--- src/rtl/ser_feeder_pkg.sv ---
// rtl/ser_feeder_pkg.sv - shared state encoding and defaults for ser_feeder
// Optional feature macro: SER_FEEDER_PARITY_EN (adds the PARITY state).
package ser_feeder_pkg;

    // Level ser_out rests at between frames unless the instance overrides it.
    localparam logic SER_FEEDER_IDLE_BIT = 1'b0;

    typedef enum logic [1:0] {
        ST_IDLE  = 2'd0,
        ST_SHIFT = 2'd1
`ifdef SER_FEEDER_PARITY_EN
        ,
        ST_PARITY = 2'd2
`endif
    } ser_feeder_state_t;

endpackage

--- src/rtl/ser_bit_counter.sv ---
// rtl/ser_bit_counter.sv - loadable down-counter with terminal-count flag
// Ports:
//   clock    - rising-edge clock
//   rst      - synchronous active-high reset, clears the count
//   load     - load load_val (has priority over en)
//   load_val - value to load
//   en       - decrement by one; holds at zero instead of wrapping
//   tc       - count is zero
module ser_bit_counter #(
    parameter int unsigned CW = 4
) (
    input  logic          clock,
    input  logic          rst,
    input  logic          load,
    input  logic [CW-1:0] load_val,
    input  logic          en,
    output logic          tc
);

    logic [CW-1:0] count;

    always_ff @(posedge clock) begin
        if (rst) begin
            count <= '0;
        end else if (load) begin
            count <= load_val;
        end else if (en && (count != '0)) begin
            count <= count - 1'b1;
        end
    end

    assign tc = (count == '0);

endmodule

--- src/rtl/ser_feeder.sv ---
// rtl/ser_feeder.sv - parallel-to-serial frame feeder, MSB first, zero-gap back-to-back frames
// Optional feature macro: SER_FEEDER_PARITY_EN (appends an even-parity bit after the LSB).
// Ports:
//   clock      - rising-edge clock
//   rst        - synchronous active-high reset
//   data_in    - parallel word to serialize
//   data_valid - data_in holds a valid word
//   data_ready - a word is accepted this cycle if data_valid is high
//   ser_out    - registered serial bit stream, one bit per clock
//   ser_active - ser_out carries a frame bit this cycle
//   frame_done - ser_out carries the last bit of the current frame
module ser_feeder
    import ser_feeder_pkg::*;
#(
    parameter int unsigned WIDTH    = 8,
    parameter logic        IDLE_BIT = SER_FEEDER_IDLE_BIT
) (
    input  logic             clock,
    input  logic             rst,
    input  logic [WIDTH-1:0] data_in,
    input  logic             data_valid,
    output logic             data_ready,
    output logic             ser_out,
    output logic             ser_active,
    output logic             frame_done
);

    localparam int unsigned   CW       = $clog2(WIDTH + 1);
    localparam logic [CW-1:0] LOAD_VAL = CW'(WIDTH - 1);

    ser_feeder_state_t state;
    ser_feeder_state_t state_nxt;

    logic             accept;
    logic             last_bit;
    logic             bit_tc;
    logic [WIDTH-1:0] shreg;
    logic             ser_out_q;
`ifdef SER_FEEDER_PARITY_EN
    logic             parity_q;
`endif

    always_ff @(posedge clock) begin
        if (rst) begin
            state <= ST_IDLE;
        end else begin
            state <= state_nxt;
        end
    end

    always_comb begin
        state_nxt  = state;
        last_bit   = 1'b0;
        ser_active = 1'b0;
        case (state)
            ST_IDLE: begin
                state_nxt = ST_IDLE;
            end
            ST_SHIFT: begin
                ser_active = 1'b1;
                if (bit_tc) begin
`ifdef SER_FEEDER_PARITY_EN
                    state_nxt = ST_PARITY;
`else
                    last_bit  = 1'b1;
                    state_nxt = ST_IDLE;
`endif
                end
            end
`ifdef SER_FEEDER_PARITY_EN
            ST_PARITY: begin
                ser_active = 1'b1;
                last_bit   = 1'b1;
                state_nxt  = ST_IDLE;
            end
`endif
            default: begin
                state_nxt = ST_IDLE;
            end
        endcase

        // The ready window covers the final bit so the next word follows with no gap.
        data_ready = !rst && ((state == ST_IDLE) || last_bit);
        accept     = data_valid && data_ready;
        if (accept) begin
            state_nxt = ST_SHIFT;
        end
        frame_done = last_bit;
    end

    // Counter sits at WIDTH-1 on the first bit and reaches zero on the LSB.
    ser_bit_counter #(
        .CW (CW)
    ) u_bit_counter (
        .clock    (clock),
        .rst      (rst),
        .load     (accept),
        .load_val (LOAD_VAL),
        .en       (state == ST_SHIFT),
        .tc       (bit_tc)
    );

    // The MSB goes straight to ser_out on acceptance; shreg holds the rest left-aligned.
    always_ff @(posedge clock) begin
        if (rst) begin
            ser_out_q <= IDLE_BIT;
            shreg     <= '0;
`ifdef SER_FEEDER_PARITY_EN
            parity_q  <= 1'b0;
`endif
        end else if (accept) begin
            ser_out_q <= data_in[WIDTH-1];
            shreg     <= data_in << 1;
`ifdef SER_FEEDER_PARITY_EN
            parity_q  <= ^data_in;
`endif
        end else if ((state == ST_SHIFT) && !bit_tc) begin
            ser_out_q <= shreg[WIDTH-1];
            shreg     <= shreg << 1;
`ifdef SER_FEEDER_PARITY_EN
        end else if (state == ST_SHIFT) begin
            ser_out_q <= parity_q;
`endif
        end else begin
            ser_out_q <= IDLE_BIT;
        end
    end

    assign ser_out = ser_out_q;

endmodule

--- config.mk ---
export PLATFORM = sky130hd
export DESIGN_NAME = ser_feeder
export DESIGN_NICKNAME = d
export VERILOG_FILES = /design/src/rtl/ser_feeder_pkg.sv /design/src/rtl/ser_bit_counter.sv /design/src/rtl/ser_feeder.sv
export SDC_FILE = /design/constraint.sdc
export NUM_CORES = 1
export LEC_CHECK = 0
export ABC_CLOCK_PERIOD_IN_PS = 1700
export BUFFER_PORTS_ARGS = -buffer_cell sky130_fd_sc_hd__buf_2
export CAP_MARGIN = 25
export CORE_ASPECT_RATIO = 0.75
export CORE_MARGIN = 4
export CORE_UTILIZATION = 25
export DETAILED_ROUTE_END_ITERATION = 8
export PLACE_DENSITY_LB_ADDON = 0.2
export SLEW_MARGIN = 15
export SYNTH_ARGS = -nofsm -noshare
export SYNTH_HDL_FRONTEND = slang
export SYNTH_SLANG_ARGS = --single-unit
--- constraint.sdc ---
create_clock -name clock -period 1.7 [get_ports clock]
set_input_delay 0.17 -clock clock [delete_from_list [all_inputs] [get_ports clock]]
set_output_delay 0.17 -clock clock [all_outputs]
set_load 0.1 [all_outputs]
==> impl_metrics.env <==
export IMPL_syn_nets=83
export IMPL_wl_per_cell_um=13.0
export IMPL_grt_max_degree=19
export IMPL_first_pass_iters=4
export IMPL_area_delta_synth_final_pct=30.4
export IMPL_rows=15
export IMPL_crit_fanout=3
export IMPL_post_place_ws_ns=0.174
export IMPL_stdcell_count=120
export IMPL_dpl_cell_count=115
export IMPL_start_util_pct=27.8
export IMPL_min_period_ns=1.70
export IMPL_cellLeakagePower_nw=0.311
export IMPL_cp_end_kind="output pin"
export IMPL_ys_seq_elements=13
export IMPL_dpl_instance_area_um2=832
export IMPL_min_path_type="input port to register"
export IMPL_internal_power_mw=0.538
export IMPL_start_kind="register"
export IMPL_synth_common_cells="14 x nor3_1, 13 x dfxtp_1, 6 x a221oi_2, 6 x nor2b_1"
export IMPL_cts_tree="built"
export IMPL_clkTransAtPathRegs_ns=0.08
export IMPL_syn_area_um2=672
export IMPL_wirelength_um=1560
export IMPL_max_freq_ghz=0.587
export IMPL_synth_area_leaders="dfxtp_1 39%, a221oi_2 13%, nor3_1 10%"
export IMPL_slew_headroom_pct=67.8
export IMPL_setup_worst_path_class="register to output pin"
export IMPL_synth_top_cell_area_share_pct=38.7
export IMPL_grt_pass1_vias=571
export IMPL_clock_path_buffers=2
export IMPL_nets=99
export IMPL_syn_area_per_cell_um2=9.46
export IMPL_p_comb_share_pct=32.5
export IMPL_power_density_mw_per_mm2=947
export IMPL_postSynthCellCount=71
export IMPL_hold_depth=3
export IMPL_ys_flop_type="dfxtp_1"
export IMPL_rsz0062_at_grt="true"
export IMPL_p_clk_share_pct=23.3
export IMPL_async_reset_ff_share_pct=0
export IMPL_final_hold_viol_count=0
export IMPL_num_vias=587
export IMPL_drive_above_1_share_pct=45.3
export IMPL_finish_instance_area_um2=876
export IMPL_finalSetupViolations=1
export IMPL_die_h_um=52.9
export IMPL_ff2ff_path_depth=6
export IMPL_globalRouteTotalUtil_pct=10.4
export IMPL_grt_ovfl_total=0
export IMPL_synth_edf_count=0
export IMPL_violations="negative setup slack"
export IMPL_cts_sinks=13
export IMPL_post_route_period_util_pct=100
export IMPL_crit_arrival_ns=1.53
export IMPL_ys_warn_count=0
export IMPL_die_w_um=67.9
export IMPL_via_per_inst=4.89
export IMPL_finClkSkew_ns=0.000669
export IMPL_cap_viol_max_count=0
export IMPL_antenna_found_initial=0
export IMPL_cp_required_ns=1.53
export IMPL_grt_pass1_wl_um=2750
export IMPL_synth_cell_types=24
export IMPL_core_mm2=0.00242
export IMPL_whs_ns=0.176
export IMPL_swShare_pct=35.1
export IMPL_diodes=0
export IMPL_power_frac_seq_pct=44.2
export IMPL_die_area_mm2=0.00359
export IMPL_cts_buffers_inserted=3
export IMPL_io_pins=15
export IMPL_tightest_slew_ns=0.487
export IMPL_yosysTopAreaCell="dfxtp_1"
export IMPL_yosysMostFrequentCell="nor3_1"
export IMPL_ys_seq_area_share_pct=38.7
export IMPL_tns_ns=-0.00400
export IMPL_drc=0
export IMPL_setup_slack_ns=-0.00400
export IMPL_numPortBuffers=14
export IMPL_n_fill_cell=258
export IMPL_ant_nets=0
export IMPL_drt_iter0_markers=17
export IMPL_ctsHoldBuffers=0
export IMPL_clk_latency_ns=0.27
export IMPL_outcome="finished with violations"
export IMPL_switching_power_mw=0.292
export IMPL_dp_hpwl_um=1050
export IMPL_cts_root_buf="clkbuf_4"
export IMPL_place_gp_congestion=0.743
export IMPL_drv_slew=0
export IMPL_htreeDepth=1
export IMPL_max_vdd_ir_drop_mv=0.497
area by class of cell:
type | instances | area [um2] | share of cell area (%)
clock buffer | 4 | 26.3 | 3.00
inverter | 3 | 11.3 | 1.29
tap | 34 | 42.5 | 4.86
multi-input combinational | 49 | 407 | 46.4
sequential | 13 | 267 | 30.4
timing repair buffer | 17 | 123 | 14.0
power groups by stage:
stage	combinational (mW)	sequential [mW]	clock, mW
2_1_floorplan	0.191	0.385	0
3_3_place_gp	0.263	0.373	0
3_5_place_dp	0.262	0.373	0
4_1_cts	0.271	0.367	0.204
5_1_grt	0.294	0.372	0.221
6_report	0.269	0.367	0.193
repair_timing:
action                                  CTS  global route
endpoints found under the setup margin    2             2
setup buffers                             1             0
pin swaps                                 1             0
resized for setup                         2             2
flip-flops by register name, indices dropped and copies added, names as in the netlist:
| name | cells |
|---|---|
| ser_out | 1 |
| u_bit_counter.count | 4 |
| shreg | 7 |
| state | 1 |
through the flow:
step / power (mW) / util, %
floorplan: 0.576 / -
global placement: 0.636 / 34.4
detailed placement: 0.635 / 34.4
CTS: 0.842 / 35.9
global route: 0.887 / 36.2
finish: 0.830 / 36.2
cells in the final DEF (no fill, tap or decap), types with 2 or more instances in the layout:
| master | instances |
|---|---|
| nor2_4 | 2 |
| buf_2 | 12 |
| clkbuf_4 | 3 |
| a221oi_2 | 6 |
| buf_12 | 2 |
| nor3_1 | 14 |
| nor2b_1 | 6 |
| inv_2 | 2 |
| a211oi_1 | 4 |
| dfxtp_2 | 2 |
| dfxtp_1 | 10 |
| buf_4 | 3 |
| nand3_1 | 2 |
worst max-delay path: stages, from the launching register on:
cell and delay [ns]:
dfxtp_2 0.34, inv_2 0.08, ha_4 0.14, or3b_4 0.41, nor2_4 0.12, buf_12 0.18
logic make-up (layout without fill, tap and decap cells):
logic type                 count (synthesis)  count (layout)  synth area share (%)
DFF                                       13              13                  38.7
AOI/OAI and AO/OA                         16              16                  24.6
muxes                                      1               1                  1.49
and+or+nand+nor                           30              30                  25.3
adders and majority gates                  1               1                  1.86
buffers and inverters                      9              24                  6.70
xor gates and xnor gates                   1               1                  1.30
worst paths after layout:
| check | slack, ns | start | end |
|---|---|---|---|
| setup / recovery | -0.004 | u_bit_counter.count[0] | frame_done |
| hold / removal | 0.18 | data_in[7] | ser_out |
| setup reg to reg | 0.11 | u_bit_counter.count[0] | u_bit_counter.count[1] |
| hold reg to reg | 0.47 | shreg[7] | ser_out |
routing by layer:
| metal | wire [um] | GRT usage, % | vias up |
|---|---|---|---|
| met1 | 835 | 14.6 | 273 |
| met3 | 105 | 5.31 | 2 |
| met4 | 7 | 0.990 | 0 |
| li1 | - | - | 297 |
| met2 | 610 | 14.4 | 15 |
| met5 | 0 | 0 | - |
No activity file was read; power rests on OpenSTA's default activity.
